[src/rtl/instr_encoder_pkg.sv]
// Shared instruction-set defines: the micro-op kind enum, the opcode and
// funct constants, and small word-packing helpers. The control decoder
// imports the same package, so encoder and decoder cannot diverge.
package instr_encoder_pkg;

  typedef enum logic [4:0] {
    OP_ADD = 5'd0, OP_SUB, OP_AND, OP_OR, OP_SLT, OP_NOR, OP_SLL, OP_SRL,
    OP_LW, OP_SW, OP_ADDI, OP_ANDI, OP_ORI, OP_SLTI, OP_BEQ, OP_BNE, OP_J
  } op_kind_e;

  // Major opcodes
  localparam logic [5:0] OPC_RTYPE = 6'b000000;
  localparam logic [5:0] OPC_J     = 6'b000010;
  localparam logic [5:0] OPC_LW    = 6'b100011;
  localparam logic [5:0] OPC_SW    = 6'b101011;
  localparam logic [5:0] OPC_ADDI  = 6'b001000;
  localparam logic [5:0] OPC_ANDI  = 6'b001100;
  localparam logic [5:0] OPC_ORI   = 6'b001101;
  localparam logic [5:0] OPC_SLTI  = 6'b001010;
  localparam logic [5:0] OPC_BEQ   = 6'b000100;
  localparam logic [5:0] OPC_BNE   = 6'b000101;

  // R-type funct codes
  localparam logic [5:0] FUNCT_ADD = 6'b100000;
  localparam logic [5:0] FUNCT_SUB = 6'b100010;
  localparam logic [5:0] FUNCT_AND = 6'b100100;
  localparam logic [5:0] FUNCT_OR  = 6'b100101;
  localparam logic [5:0] FUNCT_SLT = 6'b101010;
  localparam logic [5:0] FUNCT_NOR = 6'b100111;
  localparam logic [5:0] FUNCT_SLL = 6'b000000;
  localparam logic [5:0] FUNCT_SRL = 6'b000010;

  typedef enum logic [1:0] {ST_IDLE, ST_LOAD, ST_DRAIN} enc_state_e;

  function automatic logic [31:0] r_word(input logic [4:0] rs, input logic [4:0] rt,
                                         input logic [4:0] rd, input logic [4:0] shamt,
                                         input logic [5:0] funct);
    return {OPC_RTYPE, rs, rt, rd, shamt, funct};
  endfunction

  function automatic logic [31:0] i_word(input logic [5:0] opc, input logic [4:0] rs,
                                         input logic [4:0] rt, input logic [15:0] imm);
    return {opc, rs, rt, imm};
  endfunction

endpackage

[src/rtl/instr_field_enc.sv]
// Combinational field encoder: packs one micro-op into a 32-bit instruction.
// Ports: op_kind/rs/rt/rd/shamt/imm/target in; word (encoded instruction)
// and valid (op_kind is a defined operation) out.
module instr_field_enc
  import instr_encoder_pkg::*;
(
  input  logic [4:0]  op_kind,
  input  logic [4:0]  rs,
  input  logic [4:0]  rt,
  input  logic [4:0]  rd,
  input  logic [4:0]  shamt,
  input  logic [15:0] imm,
  input  logic [25:0] target,
  output logic [31:0] word,
  output logic        valid
);

  // NOTE: every output gets a default before the case so no path leaves it unassigned (no latch).
  always_comb begin
    word  = '0;
    valid = 1'b1;
    // shamt only carries meaning for shifts; shifts take their source in rt, so rs is zeroed.
    case (op_kind_e'(op_kind))
      OP_ADD:  word = r_word(rs, rt, rd, 5'd0, FUNCT_ADD);
      OP_SUB:  word = r_word(rs, rt, rd, 5'd0, FUNCT_SUB);
      OP_AND:  word = r_word(rs, rt, rd, 5'd0, FUNCT_AND);
      OP_OR:   word = r_word(rs, rt, rd, 5'd0, FUNCT_OR);
      OP_SLT:  word = r_word(rs, rt, rd, 5'd0, FUNCT_SLT);
      OP_NOR:  word = r_word(rs, rt, rd, 5'd0, FUNCT_NOR);
      OP_SLL:  word = r_word(5'd0, rt, rd, shamt, FUNCT_SLL);
      OP_SRL:  word = r_word(5'd0, rt, rd, shamt, FUNCT_SRL);
      OP_LW:   word = i_word(OPC_LW, rs, rt, imm);
      OP_SW:   word = i_word(OPC_SW, rs, rt, imm);
      OP_ADDI: word = i_word(OPC_ADDI, rs, rt, imm);
      OP_ANDI: word = i_word(OPC_ANDI, rs, rt, imm);
      OP_ORI:  word = i_word(OPC_ORI, rs, rt, imm);
      OP_SLTI: word = i_word(OPC_SLTI, rs, rt, imm);
      OP_BEQ:  word = i_word(OPC_BEQ, rs, rt, imm);
      OP_BNE:  word = i_word(OPC_BNE, rs, rt, imm);
      OP_J:    word = {OPC_J, target};
      default: valid = 1'b0;
    endcase
  end

endmodule

[src/rtl/instr_encoder.sv]
// Instruction-memory loader: accepts micro-ops during a start/finish session,
// encodes them, and writes one word per cycle through a one-entry output stage.
// Ports: clk, rst (async, active high); start/finish session pulses;
// in_valid/in_ready + op fields (micro-op input); imem_we/imem_ready/
// imem_addr/imem_wdata (memory write handshake); busy, done (pulse),
// err (sticky, undefined op seen), word_count (words accepted this session).
module instr_encoder
  import instr_encoder_pkg::*;
#(
  parameter int                ADDR_W    = 8,
  parameter logic [ADDR_W-1:0] BASE_ADDR = '0
) (
  input  logic              clk,
  input  logic              rst,
  input  logic              start,
  input  logic              finish,
  input  logic              in_valid,
  output logic              in_ready,
  input  logic [4:0]        op_kind,
  input  logic [4:0]        rs,
  input  logic [4:0]        rt,
  input  logic [4:0]        rd,
  input  logic [4:0]        shamt,
  input  logic [15:0]       imm,
  input  logic [25:0]       target,
  output logic              imem_we,
  input  logic              imem_ready,
  output logic [ADDR_W-1:0] imem_addr,
  output logic [31:0]       imem_wdata,
  output logic              busy,
  output logic              done,
  output logic              err,
  output logic [ADDR_W:0]   word_count
);

  enc_state_e  state;
  logic [31:0] enc_word;
  logic        enc_valid;
  logic        full;
  logic        accept;
  logic        write_done;

  instr_field_enc u_field_enc (
    .op_kind (op_kind),
    .rs      (rs),
    .rt      (rt),
    .rd      (rd),
    .shamt   (shamt),
    .imm     (imm),
    .target  (target),
    .word    (enc_word),
    .valid   (enc_valid)
  );

  // The session holds at most 2^ADDR_W words: the count's top bit marks full.
  assign full       = word_count[ADDR_W];
  assign write_done = imem_we & imem_ready;
  // The stage can take a new word when empty or when it empties this cycle.
  assign in_ready   = (state == ST_LOAD) && !full && (!imem_we || imem_ready);
  assign accept     = in_valid & in_ready;
  assign busy       = (state != ST_IDLE);

  // NOTE: sequential state uses non-blocking assignments so every register samples pre-edge values.
  always_ff @(posedge clk or posedge rst) begin
    if (rst) begin
      state      <= ST_IDLE;
      imem_we    <= 1'b0;
      imem_addr  <= '0;
      imem_wdata <= '0;
      done       <= 1'b0;
      err        <= 1'b0;
      word_count <= '0;
    end else begin
      done <= 1'b0;

      // imem_addr always names the word in (or next into) the stage.
      if (write_done) begin
        imem_we   <= 1'b0;
        imem_addr <= imem_addr + ADDR_W'(1);
      end

      // Undefined ops are consumed but flagged; they produce no word.
      if (accept) begin
        if (enc_valid) begin
          imem_we    <= 1'b1;
          imem_wdata <= enc_word;
          word_count <= word_count + (ADDR_W+1)'(1);
        end else begin
          err <= 1'b1;
        end
      end

      case (state)
        ST_IDLE: begin
          if (start) begin
            state      <= ST_LOAD;
            imem_addr  <= BASE_ADDR;
            word_count <= '0;
            err        <= 1'b0;
          end
        end
        ST_LOAD: begin
          if (finish || full) state <= ST_DRAIN;
        end
        ST_DRAIN: begin
          if (!imem_we || imem_ready) begin
            state <= ST_IDLE;
            done  <= 1'b1;
          end
        end
        default: state <= ST_IDLE;
      endcase
    end
  end

endmodule
[config.mk]
export PLATFORM = sky130hd
export DESIGN_NAME = instr_encoder
export DESIGN_NICKNAME = d
export VERILOG_FILES = /design/src/rtl/instr_encoder_pkg.sv /design/src/rtl/instr_field_enc.sv /design/src/rtl/instr_encoder.sv
export SDC_FILE = /design/constraint.sdc
export NUM_CORES = 1
export LEC_CHECK = 0
export ABC_CLOCK_PERIOD_IN_PS = 5240
export CORE_UTILIZATION = 45
export DETAILED_ROUTE_END_ITERATION = 6
export PLACE_DENSITY_LB_ADDON = 0.08
export SLEW_MARGIN = 10
export SYNTH_ARGS = -nofsm -noshare
export SYNTH_HDL_FRONTEND = slang
export SYNTH_SLANG_ARGS = --single-unit
[constraint.sdc]
create_clock -name clk -period 5.24 [get_ports clk]
set_input_delay 1.572 -clock clk [delete_from_list [all_inputs] [get_ports clk]]
set_output_delay 1.572 -clock clk [all_outputs]
set_load 0.005 [all_outputs]
Yosys cells after proc, flatten, opt, wreduce, memory -nomap -nowiden --
Cells that the tools add are included.
Word-level totals: logic and storage cells 66, output and inout bits 54, register bits after elaboration 54, bits of input ports 73
Operators by class: add/subtract/negate cells 2, equality and inequality tests 21, reductions and logical operators 12, bitwise operators 2, multiplexer cells 22
Operators with widths (number):
- one-hot mux 32 bit (17 select lines) | 1
- == test 5 x 4 -> 1 bit, second input constant | 8
- 2-to-1 mux 9 bit | 4
- 2-to-1 mux 8 bit | 3
- == test 5 x 3 -> 1 bit, second input constant | 4
- OR reduction 17 bit | 1
- == test 5 x 2 -> 1 bit, second input constant | 2
- 2-to-1 mux 1 bit | 10
- adder 9 x 1 -> 9 bit, second input constant | 1
- adder 8 x 1 -> 8 bit, second input constant | 1
- 2-to-1 mux 2 bit | 3
- one-hot mux 2 bit (3 select lines) | 1
- == test 5 x 1 -> 1 bit, second input constant | 1
- == test 5 bit, second input constant | 1
- logical NOT 5 bit | 1
- != test 2 bit, second input constant | 2
- AND reduction 3 bit | 1
- bitwise AND 1 bit | 2
- == test 2 x 1 -> 1 bit, second input constant | 1
- == test 2 bit, second input constant | 1
- logical AND 1 bit | 2
- logical NOT 1 bit | 2
- logical NOT 2 bit | 1
- logical OR 1 bit | 2
- other kinds (3) | 3

Logic depth before layout (Yosys ltp) --
depth after elaboration 7, mapped depth 7, mapped depth without buffers 5

Cells and area by module --
Synthesis repeated with hierarchy kept, for this count alone.
Second synthesis, totals: cell total of the unflattened synthesis 255, area total of the unflattened synthesis 2969.1 um2
Modules (own cells, without submodules):
- instr_encoder | instances 1, seq. area each 1351.3 um2, area each 2358.5 um2, cells an instance 173
- instr_field_enc | instances 1, seq. area each 0.0 um2, area each 610.6 um2, cells an instance 82

Least setup slack after synthesis --
Ideal clock, no wire load.
kind input to output, from input imem_ready, to output in_ready, cell stages on the path 2, required time 3.668 ns, arrival 1.835 ns, path slack 1.833 ns, buffers on the path 0, cells stage by stage nor2b_1 > nor3_1
On the way: cells in the longest elaborated chain, start to end 2
RTL lines:
- start, declared | line instr_encoder.sv:27 | input logic imem_ready,
- logical OR 1 bit | line instr_encoder.sv:59 | assign in_ready = (state == ST_LOAD) && !full && (!imem_we || imem_ready);
- logical AND 1 bit | line instr_encoder.sv:59
- end, declared | line instr_encoder.sv:18 | output logic in_ready,
Every way passes these cells.

Worst setup path after layout --
Same ends and word-level chain as after synthesis.

==> flow_summary_export.csv <==
group,metric,value,unit
yosys,synth_top_family_by_area,"compound AO/OA/AOI/OAI gates",
yosys,yosysWarnings,0,
yosys,netlist.area_leader.share,0.4637,
clock_network,cts_buffers,5,
die,die-area,6679,sq um
placed_design,dp_hpwl,5.738,mm
placed_design,portBuffers,125,
yosys,synth_compound_area_frac,0.2227,
clock_network,clock_latency,0.32,ns
sta,clock-skew-final,0.01214,ns
yosys,syn-cell-area,2860,sq um
yosys,avgSynthCellArea,9.138,sq um
cells_and_area,syn2layout_area_growth,48.34,%
setup_path,crit_buf_inv,2,
grt,grt_pass1_wl,12.33,mm
drt,drtPass1Iterations,4,
yosys,synthAdderAreaFrac,0.008749,
sta,max_freq,0.2222,GHz
sta,min_period,4.501,ns
die,die_w,81.73,um
setup_path,cp_top_family,"buffers and inverters",
die,start_util,0.4747,
cells_and_area,drive_gt1_frac,0.06729,
setup_path,critPathMaxFanout,7,
sta,worstMarginPinSlew,1.128,ns
clock_network,clock_path_buffers,2,
yosys,yosysUniqueCellTypes,51,
yosys,yosysSeqAreaShare,0.4637,
die,core_area,6026,sq um
setup_path,required,3.67,ns
run,drv_cap,0,
drt,num_vias,2840,
hold_path,hold_path_class,"flip-flop to flip-flop",
yosys,synth_async_sr_flop_share,1.000,
die,fp-row-count,28,
sta,tns,0,ns
cells_and_area,fillers,502,
yosys,synth_xor_area_frac,0.02756,
setup_path,cp_slowest_cell,"clkdlybuf4s50_1",
placed_design,gp_congestion,0.8617,
run_status,status,"complete, no violations",
yosys,yosysTopAreaCell,"dfrtp_1",
setup_path,path_class,"input pin to output port",
sta,final_hold_viol_count,0,
drt,postRouteAntennaNets,0,
sta,fin_crit_sh,0.8590,
clock_network,cts_hold_buf,0,
die,ios,127,
cells_and_area,antenna_cells,0,
sta,max-slew-margin-rel,0.2451,
clock_network,cts.sinks,53,
yosys,synthMuxAreaShare,0.02668,
yosys,yosys-top-cells-area,"dfrtp_1, o22ai_1, a21oi_1",
cells_and_area,layoutNonFillerInstCount,506,
sta,rsz0062_at_grt,"false",
drt,drc,0,
clock_network,cts_tree,"yes",
setup_path,cp.arrival,2.93,ns
cells_and_area,nNetsFinal,505,
sta,slew_violations,0,
drt,via_per_inst,5.613,
yosys,postSynthCellCount,313,
yosys,synth_nets,388,
yosys,synth_edf_count,0,
grt,grt_overflow,0,
grt,grt_max_degree,35,
setup_path,cpPeakStageDelay,0.57,ns
clock_network,cts_setup_buffers,0,
drt,wl_per_cell,15.68,um
grt,grt_pass1_vias,2632,
sta,setup_viol,0,
yosys,synthFlopType,"dfrtp_1",
grt,grt_usage,0.2449,
clock_network,clk_pin_slew_worst_paths,0.10,ns
drt,routed_wl,7.933,mm
grt,antenna_found_initial,0,
clock_network,cts-root-buf,"clkbuf_8",
clock_network,htree_levels,2,
die,die_y,81.73,um
setup_path,cpMostUsedCell,"clkdlybuf4s50_1",
yosys,synth_seq_cells,53,
setup_path,cp-end-kind,"output port",
setup_path,cp-start-kind,"input pin",
setup_path,worstPathCellList,"clkdlybuf4s50_1 > nor2b_1 > nor3_1 > clkdlybuf4s50_1",
pwr,ir_drop,0.1808,mV
drt,drt_iter0_drc,201,
placed_design,placed_cells,498,
pwr,power.density,284.8,nW/um^2
pwr,power.total,1.208,mW
yosys,yosys.area_share.simple,0.2030,
sta,fin_hold_ws,0.4834,ns
pwr,p_leak,1.704,nW
clock_network,post_cts_resized,0,
==> layout make-up <==
| cell class | instances | area, sq um | area share |
|---|---|---|---|
| timing repair buffer | 133 | 1311 | 0.3091 |
| sequential | 53 | 1326 | 0.3126 |
| clock buffer | 6 | 72.57 | 0.01710 |
| inverter | 6 | 22.52 | 0.005308 |
| multi-input combinational | 231 | 1401 | 0.3303 |
| tap | 75 | 93.84 | 0.02212 |
| clock inverter | 2 | 15.01 | 0.003539 |
==> logic make-up after synthesis <==
kind of cell	Yosys count
AO/OA/AOI/OAI	100
XOR/XNOR	9
adder cells (fa/ha/maj)	2
buffers and inverters	29
flip-flops	53
multiplexers	7
other	1
AND/OR/NAND/NOR	112
==> tightest hold or removal path, stage by stage, from the launching register on <==
cell and delay (ns):
dfrtp_1 0.35, nand2_1 0.05, o41ai_1 0.05
==> power by group <==
part	leakage [nW]	switching (mW)	total [mW]	internal, mW
logic	0.966	0.163	0.431	0.267
clock network	0.0374	0.139	0.233	0.0944
registers	0.700	0.0577	0.544	0.486
==> cells in the mapped netlist, drive strengths merged (4+ instances only) <==
cell	n
nor3	6
nand2	31
nand3	14
clkbuf	12
dfrtp	53
xnor2	5
a221oi	8
nand2b	5
buf	11
o22ai	33
xor2	4
inv	6
mux2	5
nor2	33
a21oi	25
o21ai	17
o31ai	4
==> layout by cell type (no fill, tap or decap), drive strengths merged, types with 3 or more instances in the layout <==
master / n
o31ai: 4
o21ai: 17
nand2: 31
inv: 6
nand2b: 5
clkbuf: 6
nor3: 6
a221oi: 8
nor2: 33
or4: 3
dfrtp: 53
a21oi: 25
o22ai: 33
mux2: 5
or3: 3
buf: 8
a31oi: 3
clkdlybuf4s50: 125
nand3: 14
xor2: 4
xnor2: 5
==> sequential cells by signal, summed over array words and instances (netlist names) <==
name        count
state           2
imem_wdata     31
imem_addr       8
word_count      9
err             1
done            1
imem_we         1
==> layer usage <==
metal,track usage,share of wire,vias to the layer above
met5,0,0,-
met4,0.07895,0.014,0
met3,0.05889,0.082,8
met2,0.4050,0.47,119
met1,0.3140,0.43,1319
li1,-,-,1394
==> path summary, 6_finish.rpt <==
kind,cells past startpoint,slack [ns],from,end
min reg2reg,2,0.48,imem_wdata[31]$_DFFE_PP0P_,imem_wdata[31]$_DFFE_PP0P_
min in group asynchronous,2,1.69,rst,word_count[7]$_DFF_PP0_
max reg2reg,4,3.07,word_count[8]$_DFF_PP0_,word_count[5]$_DFF_PP0_
min,2,0.48,imem_wdata[31]$_DFFE_PP0P_,imem_wdata[31]$_DFFE_PP0P_
max,4,0.74,imem_ready,in_ready
max in group asynchronous,3,2.80,rst,imem_wdata[15]$_DFFE_PP0P_
==> metrics by stage <==
step	cell area (sq um)	util	worst slack, ns
floorplan	2860	-	1.833
global placement	4155	0.6896	0.7502
detailed placement	4155	0.6896	0.7257
CTS	4243	0.7041	0.7269
global route	4243	0.7041	0.6069
finish	4243	0.7041	0.7387
Note: power is estimated with default switching activity, not from simulation.
==> RTL change (config.mk and constraints unchanged) <==
Re-encode `enc_state_e` (3 states) as one-hot, 3 bits wide.
--- a/src/rtl/instr_encoder_pkg.sv
+++ b/src/rtl/instr_encoder_pkg.sv
@@ -32,3 +32,3 @@
 
-  typedef enum logic [1:0] {ST_IDLE, ST_LOAD, ST_DRAIN} enc_state_e;
+  typedef enum logic [2:0] {ST_IDLE = 3'b001, ST_LOAD = 3'b010, ST_DRAIN = 3'b100} enc_state_e;
 
Check against the original RTL: no difference found for any inputs over 10 cycles, from zero or initial values and one cycle with rst high; not proved beyond that.
==> RTL change against the original RTL <==
Clock power is 8% higher. Routed wire length is 9.5% lower. Worst hold slack better by 0.0025 ns. Total power is 19% higher. Sequential cell count is 1 higher. Non-clock buffer count is 2 lower. Via count is 8.3% lower. Setup slack worse by 0.12 ns. Global-route usage is 1.6 points lower. Cell area is 2.0% lower. Area after synthesis is 3.0% lower. Cell count is 3.8% lower. Sequential share of layout area is 1.3 points higher. Largest cell class is now registers.
==> RTL change: results (changes against the original RTL) <==
set qor(outcome) {complete, no violations}
set qor(synth_fa_ha_area_share_pct) 0.902 ;# +0.027 points
set qor(hold_start) {imem_wdata[28]$_DFFE_PP0P_}
set qor(synth_xor_xnor_area_share_pct) 3.16 ;# +0.40 points
set qor(globalRouteMet3Util_pct) 6.59 ;# +0.70 points
set qor(synth.top_cells.by_area) {sky130_fd_sc_hd__dfrtp_1 48%, sky130_fd_sc_hd__nor2_1 6.2%, sky130_fd_sc_hd__nand2_1 4.3%}
set qor(internal_power_mw) 1.01 ;# +19%
set qor(hpwlAfterDp_um) 5400 ;# -5.9%
set qor(synth_top_cells_by_count) {53 x sky130_fd_sc_hd__dfrtp_1, 46 x sky130_fd_sc_hd__nor2_1, 32 x sky130_fd_sc_hd__nand2_1}
set qor(total_area_of_multi_input_combinational_cells_um2) 1300 ;# -7.3%
set qor(max-vdd-ir-drop_mv) 0.224 ;# +24%
set qor(layout-drive-gt1-share_pct) 4.85 ;# -1.9 points
set qor(pre_cts_slack_ns) 0.602 ;# -0.124 ns
set qor(gp_congestion) 0.790 ;# -8.3%
set qor(place.detailed.instances) 479 ;# -3.8%
set qor(synth_nets) 371 ;# -4.4%
set qor(worst_setup_skew_after_layout_ns) 0.00764 ;# -0.00449 ns
set qor(hold-worst-slack_ns) 0.486 ;# +0.00247 ns
set qor(arrival_time_of_the_worst_setup_path_ns) 3.05 ;# +0.12 ns
set qor(grt_start_max_net_pins) 32 ;# -8.6%
set qor(power_switching_mw) 0.434 ;# +20%
set qor(first_global_vias) 2492 ;# -5.3%
set qor(max_freq_mhz) 216 ;# -2.6%
set qor(grt_use_met2_pct) 40.0 ;# -0.50 points
set qor(crit_path_largest_cell_delay_ns) 0.52 ;# -0.05 ns
set qor(wl_met1_um) 2940 ;# -14%
set qor(netlist-cell-type-count) 49 ;# -3.9%
[RTL change: cell count changes in the layout (fill, tap and decap cells not counted), sizes merged, moves of 6 or more]
cell / unedited run / this run
nand3: 14 / 4
mux2i: 2 / 8
o22ai: 33 / 0
nor2: 33 / 46
[RTL change: worst paths after layout]
check                                              to  depth (start not counted)
max                                          in_ready                          5
min                        imem_wdata[28]$_DFFE_PP0P_                          1
max reg2reg                 imem_wdata[2]$_DFFE_PP0P_                          5
min reg2reg                imem_wdata[28]$_DFFE_PP0P_                          1
max in group asynchronous   imem_wdata[5]$_DFFE_PP0P_                          3
min in group asynchronous  imem_wdata[19]$_DFFE_PP0P_                          2
[RTL change: final cells by class]
cell class                      instances  share of cell area [%]
Sequential cell                        54                    32.5
Inverter                                5                   0.451
Tap cell                               75                    2.26
Multi-Input combinational cell        214                    31.2
Clock buffer                            6                    1.99
Timing Repair Buffer                  131                    31.2
Clock inverter                          2                   0.391
